$ cat src/rtl/pkt_port_arbiter.sv
// Packet-granular round-robin arbiter: grants one port per packet, forwards its
// beats through a registered mux, and drops/flags beats beyond MAX_PAYLOAD.
module pkt_port_arbiter #(
    parameter int NUM_REQ     = 4,
    parameter int DATA_WIDTH  = 8,
    parameter int MAX_PAYLOAD = 16
) (
    input  logic                          clk,
    input  logic                          reset,
    input  logic [NUM_REQ-1:0]            req,
    input  logic [NUM_REQ-1:0]            valid_in,
    input  logic [NUM_REQ*DATA_WIDTH-1:0] data_in,
    input  logic [NUM_REQ-1:0]            bnd_plse_in,
    output logic [NUM_REQ-1:0]            gnt,
    output logic                          valid_out,
    output logic [DATA_WIDTH-1:0]         data_out,
    output logic                          bnd_plse_out,
    output logic                          ovf_err,
    output logic                          busy
);
    localparam int CW = $clog2(MAX_PAYLOAD + 1);
    localparam int LW = $clog2(NUM_REQ);
    localparam logic [CW-1:0] MAX_CNT   = CW'(MAX_PAYLOAD);
    localparam logic [LW-1:0] LAST_INIT = LW'(NUM_REQ - 1);

    typedef enum logic [1:0] {IDLE = 2'd0, XFER = 2'd1, GAP = 2'd2} state_t;

    state_t                  state_reg, state_next;
    logic [NUM_REQ-1:0]      gnt_reg, gnt_next;
    logic [LW-1:0]           gidx_reg, gidx_next;
    logic [LW-1:0]           last_reg, last_next;
    logic [CW-1:0]           cnt_reg, cnt_next;
    logic                    valid_out_reg, valid_out_next;
    logic [DATA_WIDTH-1:0]   data_out_reg, data_out_next;
    logic                    bnd_out_reg, bnd_out_next;
    logic                    ovf_reg, ovf_next;
    logic                    busy_reg, busy_next;

    logic [DATA_WIDTH-1:0]   port_data [NUM_REQ];
    logic                    win_found;
    logic [LW-1:0]           win_idx;
    logic                    beat_valid, beat_bnd, accept, under_max;
    logic [DATA_WIDTH-1:0]   beat_data;

    generate
        for (genvar gi = 0; gi < NUM_REQ; gi++) begin : g_port
            assign port_data[gi] = data_in[gi*DATA_WIDTH +: DATA_WIDTH];
        end
    endgenerate

    // Round-robin search starting just after the previous winner.
    always_comb begin
        win_found = 1'b0;
        win_idx   = '0;
        for (int i = 1; i <= NUM_REQ; i++) begin
            if (!win_found && req[LW'((int'(last_reg) + i) % NUM_REQ)]) begin
                win_found = 1'b1;
                win_idx   = LW'((int'(last_reg) + i) % NUM_REQ);
            end
        end
    end

    assign beat_valid = valid_in[gidx_reg];
    assign beat_bnd   = bnd_plse_in[gidx_reg];
    assign beat_data  = port_data[gidx_reg];
    assign accept     = (state_reg == XFER) && beat_valid;
    assign under_max  = (cnt_reg < MAX_CNT);

    always_ff @(posedge clk or negedge reset) begin
        if (!reset) begin
            state_reg     <= IDLE;
            gnt_reg       <= '0;
            gidx_reg      <= '0;
            last_reg      <= LAST_INIT;
            cnt_reg       <= '0;
            valid_out_reg <= 1'b0;
            data_out_reg  <= '0;
            bnd_out_reg   <= 1'b0;
            ovf_reg       <= 1'b0;
            busy_reg      <= 1'b0;
        end else begin
            state_reg     <= state_next;
            gnt_reg       <= gnt_next;
            gidx_reg      <= gidx_next;
            last_reg      <= last_next;
            cnt_reg       <= cnt_next;
            valid_out_reg <= valid_out_next;
            data_out_reg  <= data_out_next;
            bnd_out_reg   <= bnd_out_next;
            ovf_reg       <= ovf_next;
            busy_reg      <= busy_next;
        end
    end

    always_comb begin
        state_next = state_reg;
        gnt_next   = gnt_reg;
        gidx_next  = gidx_reg;
        last_next  = last_reg;
        cnt_next   = cnt_reg;
        case (state_reg)
            IDLE: begin
                if (win_found) begin
                    gnt_next   = NUM_REQ'(1) << win_idx;
                    gidx_next  = win_idx;
                    last_next  = win_idx;
                    cnt_next   = '0;
                    state_next = XFER;
                end
            end
            XFER: begin
                if (accept) begin
                    if (under_max) begin
                        cnt_next = cnt_reg + CW'(1);
                    end
                    // Grant ends on the delimiter or on the first beat past the limit.
                    if (beat_bnd || !under_max) begin
                        gnt_next   = '0;
                        state_next = GAP;
                    end
                end
            end
            GAP: begin
                state_next = IDLE;
            end
            default: begin
                gnt_next   = '0;
                state_next = IDLE;
            end
        endcase
    end

    always_comb begin
        valid_out_next = accept && under_max;
        data_out_next  = (accept && under_max) ? beat_data : '0;
        bnd_out_next   = accept && under_max && beat_bnd;
        ovf_next       = accept && !under_max && !beat_bnd;
        busy_next      = (state_next != IDLE);
    end

    assign gnt          = gnt_reg;
    assign valid_out    = valid_out_reg;
    assign data_out     = data_out_reg;
    assign bnd_plse_out = bnd_out_reg;
    assign ovf_err      = ovf_reg;
    assign busy         = busy_reg;
endmodule

$ cat config.mk
export PLATFORM = sky130hd
export DESIGN_NAME = pkt_port_arbiter
export DESIGN_NICKNAME = d
export VERILOG_FILES = /design/src/rtl/pkt_port_arbiter.sv
export SDC_FILE = /design/constraint.sdc
export NUM_CORES = 1
export LEC_CHECK = 0
export ABC_CLOCK_PERIOD_IN_PS = 2590
export BUFFER_PORTS_ARGS = -buffer_cell sky130_fd_sc_hd__buf_2
export CELL_PAD_IN_SITES_DETAIL_PLACEMENT = 1
export CELL_PAD_IN_SITES_GLOBAL_PLACEMENT = 1
export CORE_MARGIN = 8
export CORE_UTILIZATION = 35
export CTS_CLUSTER_DIAMETER = 80
export DETAILED_ROUTE_END_ITERATION = 12
export PLACE_DENSITY_LB_ADDON = 0.1
export SLEW_MARGIN = 20
export SYNTH_ARGS = -nofsm -noshare
export SYNTH_HDL_FRONTEND = slang
export SYNTH_SLANG_ARGS = --single-unit
$ cat constraint.sdc
create_clock -name clk -period 2.59 [get_ports clk]
set_input_delay 0.518 -clock clk [delete_from_list [all_inputs] [get_ports clk]]
set_output_delay 0.518 -clock clk [all_outputs]
set_load 0.01 [all_outputs]
* After elaboration in Yosys (flattened, before gate mapping)
Index checks and enable logic that the tools add are counted.
Operators by class: add/sub/neg operators 5, multiply operators 0, divide/modulo/power cells 0, magnitude comparators 7, equality and inequality tests 6, shift operators 1, multiplexer cells 40, bitwise logic cells 2, reduce and logical (&&, ||, !) cells 20
Operator list (number):
- $mux W8 | 3
- $bmux W8 S2 | 1
- $lt A2 B4 Y1 const B | 4
- $mux W5 | 3
- $mux W1 | 14
- $mux W2 | 7
- $bmux W1 S2 | 6
- $mux W4 | 3
- $pmux W4 S3 | 1
- $pmux W5 S2 | 1
- $logic_and A1 B1 Y1 | 8
- $reduce_and A4 Y1 | 2
- $ne A2 B2 Y1 const B | 3
- $add A5 B1 Y5 const B | 1
- $logic_not A1 Y1 | 5
- $lt A5 B5 Y1 const B | 1
- $add A2 B1 Y2 const B | 2
- $add A2 B2 Y2 const B | 2
- $pmux W2 S2 | 1
- $reduce_bool A2 Y1 | 2
- $shl A1 B2 Y4 const A | 1
- $ge A3 B3 Y1 const B | 1
- $lt A2 B3 Y1 const B | 1
- $not A2 Y3 | 1
- 7 further kinds | 7
Word-level totals: register bits after elaboration 27, bits in latches 0, RAM bits 0, bits in read-only memories 0, input bits 46, output and inout port bits 16, word-level logic and storage cells 91, memories 0

* Logic depth before layout (Yosys ltp)
depth in word-level cells 17, depth in mapped cells 6, mapped depth without buffers 4

* Least setup slack after synthesis
Ideal clock, no wire load.
kind input to register, from input port valid_in[1], to register cnt_reg[1], library setup time 83 ps, arrival time 1612 ps, data required time 2507 ps, slack 895 ps, cell stages on the path 5, buffers on the path 1, cells stage by stage mux4_1 nand3b_1 buf_4 o311ai_0 o21ai_0
On the way: cells in the longest elaborated chain, start to end 5
RTL lines:
- start, declared | line 11 | input logic [NUM_REQ-1:0] valid_in,
- $bmux W1 S2 | line 63 | assign beat_valid = valid_in[gidx_reg];
- $mux W1 (not written as such) | line 63
- $logic_and A1 B1 Y1 | line 66 | assign accept = (state_reg == XFER) && beat_valid;
- $ne A2 B2 Y1 (no source line)
- $reduce_and A4 Y1 (no source line)
- end signal, assigned | line 86 | cnt_reg <= cnt_next;
- end, declared | line 32 | logic [CW-1:0] cnt_reg, cnt_next;
No other way between the ends. The select of a mux whose other input is x is not followed. A chain may end at the register's enable or synchronous reset.

* Final worst setup path
from register gidx_reg[0], to register cnt_reg[1]
On the way: cells in the longest elaborated chain, start to end 5
RTL lines:
- start, declared | line 30 | logic [LW-1:0] gidx_reg, gidx_next;
- start signal, assigned | line 84 | gidx_reg <= gidx_next;
- $bmux W1 S2 | line 63
- $mux W1 (not written as such) | line 63
- $logic_and A1 B1 Y1 | line 66
- $ne A2 B2 Y1 (no source line)
- $reduce_and A4 Y1 (no source line)
No other way between the ends. The select of a mux whose other input is x is not followed.

==> reports/qor.yml <==
synthCells: 115
cts_max_path_buffers: 2
yosys_warnings: 0
peakVddDrop_mv: 0.3557
p_per_area_nw_per_um2: 1024
htreeDepth: 1
internal_power_w: 0.001159
hold_viol: 0
worstSkewPairLatency_ns: 0.27
p_sw_frac: 0.3841
place.gp.congestion: 0.7354
setup.worst_path.class: "reg2reg"
cts_setup_buffers: 0
critPathLaunchType: "register"
grt_antenna_before_repair: 0
outcome: "complete, no violations"
p_seq_frac: 0.403
hold_path_class: "in2async"
start_util: 0.3622
path_delay_family: "multiplexers"
p_comb_frac: 0.472
p_leak_nw: 0.9327
clock_power_share: 0.125
cts_root_buf: "clkbuf_8"
yosysSeqAreaShare: 0.4680
crit_fanout: 12
period_share: 0.7850
p_sw_w: 0.0007224
synth-edff-count: 0
cts_buffers: 3
multiInputGateArea_sq_um: 719.4
hpwl_um: 3215
cts_tree: "yes"
io_pins: 62
track_usage: 0.1276
drv_cap: 0
antenna_cells: 0
async_reset_ff_frac: 1.000
largest_reg_flops: 8
syn_nets: 162
die_x_um: 80.34
slew_violations: 0
relSlewSlack: 0.4882
ant_nets: 0
drt_iter0_markers: 31
syn_avg_cell_area_sq_um: 12.60
synth-seq-cells: 27
firstDrtPassIters: 4
drc_errors: 0
cp.arrival_ns: 2.22
rsz0062_at_grt: "no"
worst_path_max_delay_cell: "mux4_1"
cts_resized: 0
final_core_util: 0.4592
crit_buf_inv: 0
drive_above_1_share: 0.4091
die_area_sq_um: 6455
seqCellArea_sq_um: 678.2
synth.distinct_cells: 42
grt-ovfl-total: 0
setup_tns_ns: 0
io_buffers: 61
worst_pin_slew_ns: 0.7618
vias_per_cell: 5.235
synthFlopType: "dfrtp_1"
worst_clock_skew_ns: 0.005837
nets: 224
die_h_um: 80.34
netlist_area_sq_um: 1449
rows: 23
finalCriticalPeriod_ns: 2.033
worstPathRequired_ns: 2.77
end_kind: "register"
wirelength_um: 3892
fmax_ghz: 0.4919
grt_pass1_vias: 1322
grt_pass1_wl_um: 6465
holdBufCountCts: 0
clk_pin_slew_ns: 0.09
core_region_area_sq_um: 4000
cp_cell_sequence: "mux4_1, nand3b_1, o311ai_0, o21ai_0"
n_fill_cell: 461
num_vias: 1183
area_delta_synth_final_pct: 26.77
setup_viol: 0
grt_max_degree: 28
wire_per_inst_um: 17.22
slowest_delay_ns: 0.73
cts_num_sinks: 27
-- cells in the final DEF, fill, tap and decap left out, types with 2 or more instances in the layout --
master | synthesis | layout
a21o_1 | 2 | 2
a21oi_1 | 4 | 4
buf_2 | 2 | 61
clkbuf_8 | 0 | 3
dfrtp_1 | 25 | 25
dfstp_2 | 2 | 2
inv_1 | 5 | 5
mux4_1 | 8 | 8
mux4_2 | 2 | 2
nand2_1 | 4 | 4
nand2b_1 | 3 | 3
nand4b_1 | 3 | 3
nor2_1 | 9 | 9
nor2b_1 | 12 | 12
o21a_1 | 3 | 3
o21ai_0 | 2 | 2
o2bb2ai_1 | 2 | 2
xor2_1 | 2 | 2
-- per-stage QoR --
stage / area [sq um] / std cells / hold slack, ns / total power [W] / setup WS (ns)
floorplan: 1449 / 115 / 0.2224 / 0.001383 / 0.8955
global placement: 1792 / 222 / 0.4743 / 0.001637 / 0.5948
detailed placement: 1792 / 222 / 0.4685 / 0.001675 / 0.4973
CTS: 1837 / 226 / 0.2594 / 0.001918 / 0.5281
global route: 1837 / 226 / 0.2905 / 0.002037 / 0.3533
finish: 1837 / 226 / 0.2455 / 0.001881 / 0.5569
-- cells in the mapped netlist (all sizes together) (3+ instances only) --
cell / number / area [sq um]
nor2: 9 / 33.78
nor2b: 12 / 75.07
buf: 4 / 28.78
inv: 5 / 18.77
nand2b: 3 / 18.77
nand2: 4 / 15.01
mux4: 10 / 255.2
dfrtp: 25 / 625.6
nand4b: 3 / 26.28
a21oi: 4 / 20.02
o21a: 3 / 22.52
-- routing by layer --
metal,routed length [um],track usage,vias up
li1,-,-,560
met1,1608,0.1483,578
met2,1967,0.2173,41
met3,263,0.04018,4
met4,53,0.03818,0
met5,0,0,-
-- area by class of cell --
| cell class | instances | share of cell area |
|---|---|---|
| Timing Repair Buffer | 62 | 0.1703 |
| Tap cell | 50 | 0.03406 |
| Multi-Input combinational cell | 78 | 0.3917 |
| Sequential cell | 27 | 0.3692 |
| Clock buffer | 4 | 0.02452 |
| Inverter | 5 | 0.01022 |
-- worst paths after layout --
check | end | start | cells past startpoint | slack, ns
max | cnt_reg[1]$_DFFE_PN0P_ | gidx_reg[0]$_DFFE_PN0P_ | 4 | 0.56
min | cnt_reg[0]$_DFFE_PN0P_ | reset | 1 | 0.25
max reg2reg | cnt_reg[1]$_DFFE_PN0P_ | gidx_reg[0]$_DFFE_PN0P_ | 4 | 0.56
min reg2reg | gnt[2]$_DFFE_PN0P_ | gnt[2]$_DFFE_PN0P_ | 1 | 0.49
max in group asynchronous | data_out[3]$_DFF_PN0_ | reset | 1 | 1.96
min in group clk | gnt[2]$_DFFE_PN0P_ | gnt[2]$_DFFE_PN0P_ | 1 | 0.49
-- power by group through the flow --
stage	combinational (W)	sequential, W	clock (W)
2_1_floorplan	0.000638	0.000745	0
3_3_place_gp	0.000876	0.000760	0
3_5_place_dp	0.000908	0.000767	0
4_1_cts	0.000908	0.000764	0.000246
5_1_grt	0.000986	0.000785	0.000266
6_report	0.000888	0.000757	0.000236
-- logic make-up (layout without fill, tap and decap cells) --
group / count (synthesis) / in the layout / share of synthesized area
AO/OA/AOI/OAI: 24 / 24 / 0.1313
XOR/XNOR: 2 / 2 / 0.01209
adder cells (fa/ha/maj): 1 / 1 / 0.008634
buffers and inverters: 10 / 71 / 0.03541
flip-flops: 27 / 27 / 0.4680
multiplexers: 11 / 11 / 0.1831
AND/OR/NAND/NOR: 40 / 40 / 0.1615
Note: power is estimated with default switching activity, not from simulation.
